`src/rtl/systola_pkg.sv`:
```
// Shared types and helpers for the systolic infeed path.
package systola_pkg;

  typedef enum logic [1:0] {
    IDLE  = 2'd0,
    LOAD  = 2'd1,
    DRAIN = 2'd2,
    DONE  = 2'd3
  } state_t;

  // Counter width able to hold values 0..n-1; never narrower than one bit.
  function automatic int cnt_width(input int n);
    if (n <= 1) begin
      return 1;
    end else begin
      return $clog2(n);
    end
  endfunction

endpackage

```
`src/rtl/infeed_skew.sv`:
```
// Drain read-mask generator: which row buffers pop at drain step t.
// INFEED_SKEW_EN selects the diagonal skew; otherwise all rows read together.
module infeed_skew
  import systola_pkg::*;
#(
  parameter int NROWS   = 4,
  parameter int TILELEN = 8,
  parameter int SCW     = 4
) (
  input  logic [SCW-1:0]   step,
  output logic [NROWS-1:0] mask,
  output logic             last
);

`ifdef INFEED_SKEW_EN
  localparam int NSTEPS = TILELEN + NROWS - 1;
`else
  localparam int NSTEPS = TILELEN;
`endif

  // Row r is scheduled while its TILELEN-long window covers the current step.
  always_comb begin
    mask = '0;
    for (int r = 0; r < NROWS; r++) begin
`ifdef INFEED_SKEW_EN
      if ((int'(step) >= r) && (int'(step) < r + TILELEN)) begin
        mask[r] = 1'b1;
      end else begin
        mask[r] = 1'b0;
      end
`else
      if (int'(step) < TILELEN) begin
        mask[r] = 1'b1;
      end else begin
        mask[r] = 1'b0;
      end
`endif
    end
  end

  assign last = (int'(step) == NSTEPS - 1);

endmodule

```
`src/rtl/infeed_ctrl.sv`:
```
// Infeed controller: loads one tile round-robin into NROWS row buffers, then drains
// them into the array rows. Optional macro INFEED_SKEW_EN enables the skewed drain.
module infeed_ctrl
  import systola_pkg::*;
#(
  parameter int NROWS   = 4,
  parameter int WORDLEN = 8,
  parameter int TILELEN = 8
) (
  input  logic               clk,
  input  logic               rstn,
  input  logic               start,
  input  logic               in_valid,
  output logic               in_ready,
  input  logic [WORDLEN-1:0] in_data,
  output logic [NROWS-1:0]   buf_write,
  output logic [WORDLEN-1:0] buf_din,
  input  logic [NROWS-1:0]   buf_full,
  input  logic [NROWS-1:0]   buf_empty,
  output logic [NROWS-1:0]   buf_read,
  output logic [NROWS-1:0]   arr_valid,
  output logic               busy,
  output logic               done
);

  localparam int NWORDS = NROWS * TILELEN;
  localparam int WCW    = cnt_width(NWORDS + 1);
  localparam int SCW    = cnt_width(TILELEN + NROWS);
  localparam int RPW    = cnt_width(NROWS);

  state_t           state_r;
  logic [WCW-1:0]   wcnt_r;
  logic [RPW-1:0]   rowptr_r;
  logic [SCW-1:0]   step_r;
  logic             busy_r;
  logic             done_r;

  logic             ready_s;
  logic             xfer_s;
  logic [NROWS-1:0] row_sel_s;
  logic [NROWS-1:0] sched_s;
  logic             last_step_s;
  logic             underrun_s;
  logic [NROWS-1:0] rd_s;

  infeed_skew #(
    .NROWS   (NROWS),
    .TILELEN (TILELEN),
    .SCW     (SCW)
  ) u_skew (
    .step (step_r),
    .mask (sched_s),
    .last (last_step_s)
  );

  // Load handshake and one-hot write strobe for the current row pointer.
  always_comb begin
    ready_s = (state_r == LOAD) && !buf_full[rowptr_r];
    xfer_s  = in_valid && ready_s;
    row_sel_s = '0;
    for (int r = 0; r < NROWS; r++) begin
      if (xfer_s && (rowptr_r == RPW'(r))) begin
        row_sel_s[r] = 1'b1;
      end else begin
        row_sel_s[r] = 1'b0;
      end
    end
  end

  // An empty scheduled row freezes the whole drain so the skew stays aligned.
  always_comb begin
    underrun_s = |(sched_s & buf_empty);
    if ((state_r == DRAIN) && !underrun_s) begin
      rd_s = sched_s;
    end else begin
      rd_s = '0;
    end
  end

  assign in_ready  = ready_s;
  assign buf_write = row_sel_s;
  assign buf_din   = in_data;
  assign buf_read  = rd_s;
  assign arr_valid = rd_s;
  assign busy      = busy_r;
  assign done      = done_r;

  // Tile sequencing FSM with its counters and registered status outputs.
  always_ff @(posedge clk or negedge rstn) begin
    if (!rstn) begin
      state_r  <= IDLE;
      wcnt_r   <= '0;
      rowptr_r <= '0;
      step_r   <= '0;
      busy_r   <= 1'b0;
      done_r   <= 1'b0;
    end else begin
      case (state_r)
        IDLE: begin
          done_r <= 1'b0;
          if (start) begin
            state_r  <= LOAD;
            wcnt_r   <= '0;
            rowptr_r <= '0;
            step_r   <= '0;
            busy_r   <= 1'b1;
          end else begin
            busy_r <= 1'b0;
          end
        end
        LOAD: begin
          if (xfer_s) begin
            wcnt_r <= wcnt_r + WCW'(1);
            if (rowptr_r == RPW'(NROWS - 1)) begin
              rowptr_r <= '0;
            end else begin
              rowptr_r <= rowptr_r + RPW'(1);
            end
            if (wcnt_r == WCW'(NWORDS - 1)) begin
              state_r <= DRAIN;
              step_r  <= '0;
            end else begin
              state_r <= LOAD;
            end
          end else begin
            state_r <= LOAD;
          end
        end
        DRAIN: begin
          if (underrun_s) begin
            step_r <= step_r;
          end else if (last_step_s) begin
            state_r <= DONE;
            done_r  <= 1'b1;
          end else begin
            step_r <= step_r + SCW'(1);
          end
        end
        DONE: begin
          state_r <= IDLE;
          done_r  <= 1'b0;
          busy_r  <= 1'b0;
        end
        default: begin
          state_r <= IDLE;
          busy_r  <= 1'b0;
          done_r  <= 1'b0;
        end
      endcase
    end
  end

endmodule
```
`config.mk`:
```
export PLATFORM = sky130hd
export DESIGN_NAME = infeed_ctrl
export DESIGN_NICKNAME = d
export VERILOG_FILES = /design/src/rtl/systola_pkg.sv /design/src/rtl/infeed_skew.sv /design/src/rtl/infeed_ctrl.sv
export SDC_FILE = /design/constraint.sdc
export NUM_CORES = 1
export LEC_CHECK = 0
export BUFFER_PORTS_ARGS = -buffer_cell sky130_fd_sc_hd__buf_2
export CORE_MARGIN = 3
export CORE_UTILIZATION = 44
export DETAILED_ROUTE_END_ITERATION = 8
export PLACE_DENSITY_LB_ADDON = 0.08
export SKIP_CTS_REPAIR_TIMING = 1
export SLEW_MARGIN = 20
export SYNTH_ARGS = -nofsm -noshare
export SYNTH_HDL_FRONTEND = slang
export SYNTH_SLANG_ARGS = --single-unit
export TNS_END_PERCENT = 5
```
`constraint.sdc`:
```
create_clock -name clk -period 2.7 [get_ports clk]
set_input_delay 0.135 -clock clk [delete_from_list [all_inputs] [get_ports clk]]
set_output_delay 0.135 -clock clk [all_outputs]
set_load 0.05 [all_outputs]
```
==> impl_metrics.csv <==
group,metric,value,unit
outcome,status,"completed",
sta,worst_clock_skew,12.8,ps
placement,dp_hpwl,2.06,mm
setup_path,crit_path_end_kind,"primary output",
global_routing,grt_start_max_net_pins,17,
drt,viasPerCell,5.82,
global_routing,overflow,0,
setup_path,cp_slowest_cell,"dfrtp_1",
hold_path,min_from,"start",
setup_path,path_delay_family,"flip-flops",
yosys,synth.distinct_cells,43,
power,p_clk_frac,0.142,
yosys,synth_cells,145,
floorplanning,pin_count,43,
sta,drv_slew,0,
yosys,synth_top_area_cell,"dfrtp_1",
drt,route.antenna.remaining_nets,0,
clock_network,path_clk_slew,110,ps
drt,met1_length,1.37,mm
power,power.total,1.19,mW
yosys,synth_seq_cells,16,
floorplanning,die_x,60.0,um
yosys,synth_xor_area_frac,0,
yosys,async_flop_share,1.00,
floorplanning,core,2610,um^2
power,ir_worst_vdd,0.510,mV
sta,setup_viol,0,
yosys,syn_nets,175,
setup_path,crit_chain,"mux2_4 > o22ai_2 > buf_4 > and3_1 > buf_2",
clock_network,clkLatencyLatePin,300,ps
yosys,synth_fa_ha_area_frac,0.0975,
setup_path,ff2ff_setup_slack,530,ps
final_layout,layoutNonFillerInstCount,190,
power,intPower,0.635,mW
sta,rsz0062_at_grt,"false",
clock_network,numCtsBuffers,3,
drt,wl_met2,1.13,mm
clock_network,clock-root-buffer,"clkbuf_4",
yosys,synth-simple-area-share,0.207,
setup_path,critPathRequiredTime,2570,ps
floorplanning,rows,18,
global_routing,antenna_found_initial,0,
sta,clock.fmax,455,MHz
yosys,synth_top_area_frac,0.312,
setup_path,path_max_fanout,10,
floorplanning,initial_utilization,0.491,
yosys,synth-edff-count,0,
drt,drt_iter0_drc,59,
setup_path,worstSetupPathType,"reg2out",
drt,wire_per_inst,14.4,um
setup_path,crit_path_start,"rowptr_r[0]",
global_routing,grt_pass1_wl,4.53,mm
setup_path,crit_buf_inv,2,
drt,dr_wl_met3,221,um
power,p_per_area,853,nW/um^2
yosys,synth_area_per_cell,8.85,um^2
global_routing,grt_use_total,0.162,
yosys,synthMuxAreaShare,0.0565,
drt,top_layer,"met4",
flow_run,cap_violations,0,
clock_network,cts_tree,"done",
placement,place_inst,185,
setup_path,cpPeakStageDelay,530,ps
floorplanning,die_area,3600,um^2
clock_network,clkSinkCount,16,
final_layout,final_util,0.533,
yosys,ys_warn_count,0,
final_layout,diodes,0,
power,sw_frac_of_total,0.466,
final_layout,area_growth,8.48,%
yosys,netlist_top_cells_area,"dfrtp_1 (31%), ha_1 (9.7%), buf_4 (9.4%)",
power,switchingPower,0.554,mW
power,seqPwrFrac,0.316,
floorplanning,die-height,60.0,um
clock_network,cts_max_path_buffers,2,
global_routing,first_global_vias,965,
yosys,ys_seq_area_frac,0.312,
power,p_comb_frac,0.542,
setup_path,rr_startpoint,"state_r[0]",
sta,min_period_over_period,0.815,
drt,firstDrtPassIters,4,
sta,timing.final.crit_period,2200,ps
yosys,synth_top_family_by_area,"simple AND/OR/NAND/NOR gates",
sta,worst_slew_pin_slew,520,ps
placement,place_congestion,0.786,
drt,drc_errors,0,
drt,totalWireLength,2.74,mm
sta,slew_headroom,0.649,
sta,setup_tns,0,ps
sta,hold_viol_final,0,
yosys,synth_area,1280,um^2
placement,io_buffers,26,
final_layout,nets,191,
clock_network,h-tree-depth,1,
power,p_leak,0.712,nW
final_layout,drive_gt1_frac,0.256,
yosys,synth-compound-area-share,0.201,
drt,dr_total_vias,1106,
setup_path,worstSetupStartpointType,"flip-flop",
hold_path,min_path_type,"in2reg",
setup_path,arrival,2060,ps
yosys,synth_ff_type,"dfrtp_1",
==> path summary, 6_finish.rpt <==
check / end / depth (start not counted)
max: buf_write[0] / 5
min: busy / 3
max reg2reg: step_r[3] / 8
min reg2reg: busy / 2
max in group asynchronous: state_r[0] / 2
min in group asynchronous: wcnt_r[4] / 2
==> power groups by stage <==
stage,sequential (mW),clock (mW),combinational [mW]
3_5_place_dp,0.379,0,0.637
3_3_place_gp,0.375,0,0.625
5_1_grt,0.388,0.182,0.714
6_report,0.376,0.168,0.644
4_1_cts,0.374,0.175,0.642
2_1_floorplan,0.387,0,0.503
==> synth_stat cells, types with 4 or more instances <==
cell type and count:
and3_1 4, buf_4 16, nand2b_1 4, ha_1 10, a21oi_1 4, o21ai_0 10, nand2_1 13, nand3_1 5
inv_1 8, a22o_1 7, nor3_1 4, dfrtp_1 16, nor2_1 8
==> sequential cells by signal, summed over array words and instances (netlist names), named ones only <==
signal,count
wcnt_r,6
busy,1
state_r,1
done,1
step_r,4
rowptr_r,2
==> worst reg2reg max path, delay by kind of cell (launching register included) <==
kind / cells / cell delay, ps
compound gates: 2 / 470
fa+ha+maj: 1 / 280
buf+inv: 2 / 280
flops: 1 / 450
simple gates: 3 / 600
==> cell usage in the layout (no fill, tap or decap), types with 2 or more instances in the layout <==
master and count:
buf_2 26, dfrtp_1 16, nand2_1 13, o21ai_0 10
ha_1 10, inv_1 8, nor2_1 8, a22o_1 7
nand3_1 5, nand2b_1 4, and3_1 4, a21oi_1 4
nor3_1 3, clkbuf_4 3, buf_4 3, mux2_4 2
nor2b_1 2, a31oi_1 2, mux2i_1 2, nand4_1 2
==> kinds of logic (layout without fill, tap and decap cells) <==
| group | after synthesis | in the layout |
|---|---|---|
| and+or+nand+nor | 50 | 50 |
| DFF | 16 | 16 |
| adders and majority gates | 10 | 10 |
| buffers and inverters | 27 | 42 |
| AOI/OAI and AO/OA | 36 | 36 |
| muxes | 6 | 6 |
==> layout make-up <==
type	count	area, um^2
flip-flops and latches	16	400
clock buffers	4	36.3
repair buffers	30	163
inverters	8	30.0
well taps	30	37.5
multi-input cells	102	726
fillers	258	1220
==> per-stage QoR <==
stage	hold slack (ps)	setup slack (ps)	area (um^2)
finish	110	501	1390
global route	142	310	1390
CTS	-252	496	1380
detailed placement	85.5	563	1350
global placement	74.9	642	1350
floorplan	-161	462	1290
==> per-layer routing <==
| layer | global-route usage | vias up |
|---|---|---|
| met4 | 0.0443 | 0 |
| met1 | 0.237 | 519 |
| met2 | 0.247 | 44 |
| li1 | - | 537 |
| met5 | 0 | - |
| met3 | 0.0259 | 6 |
Power figures use the tool's default switching activity.
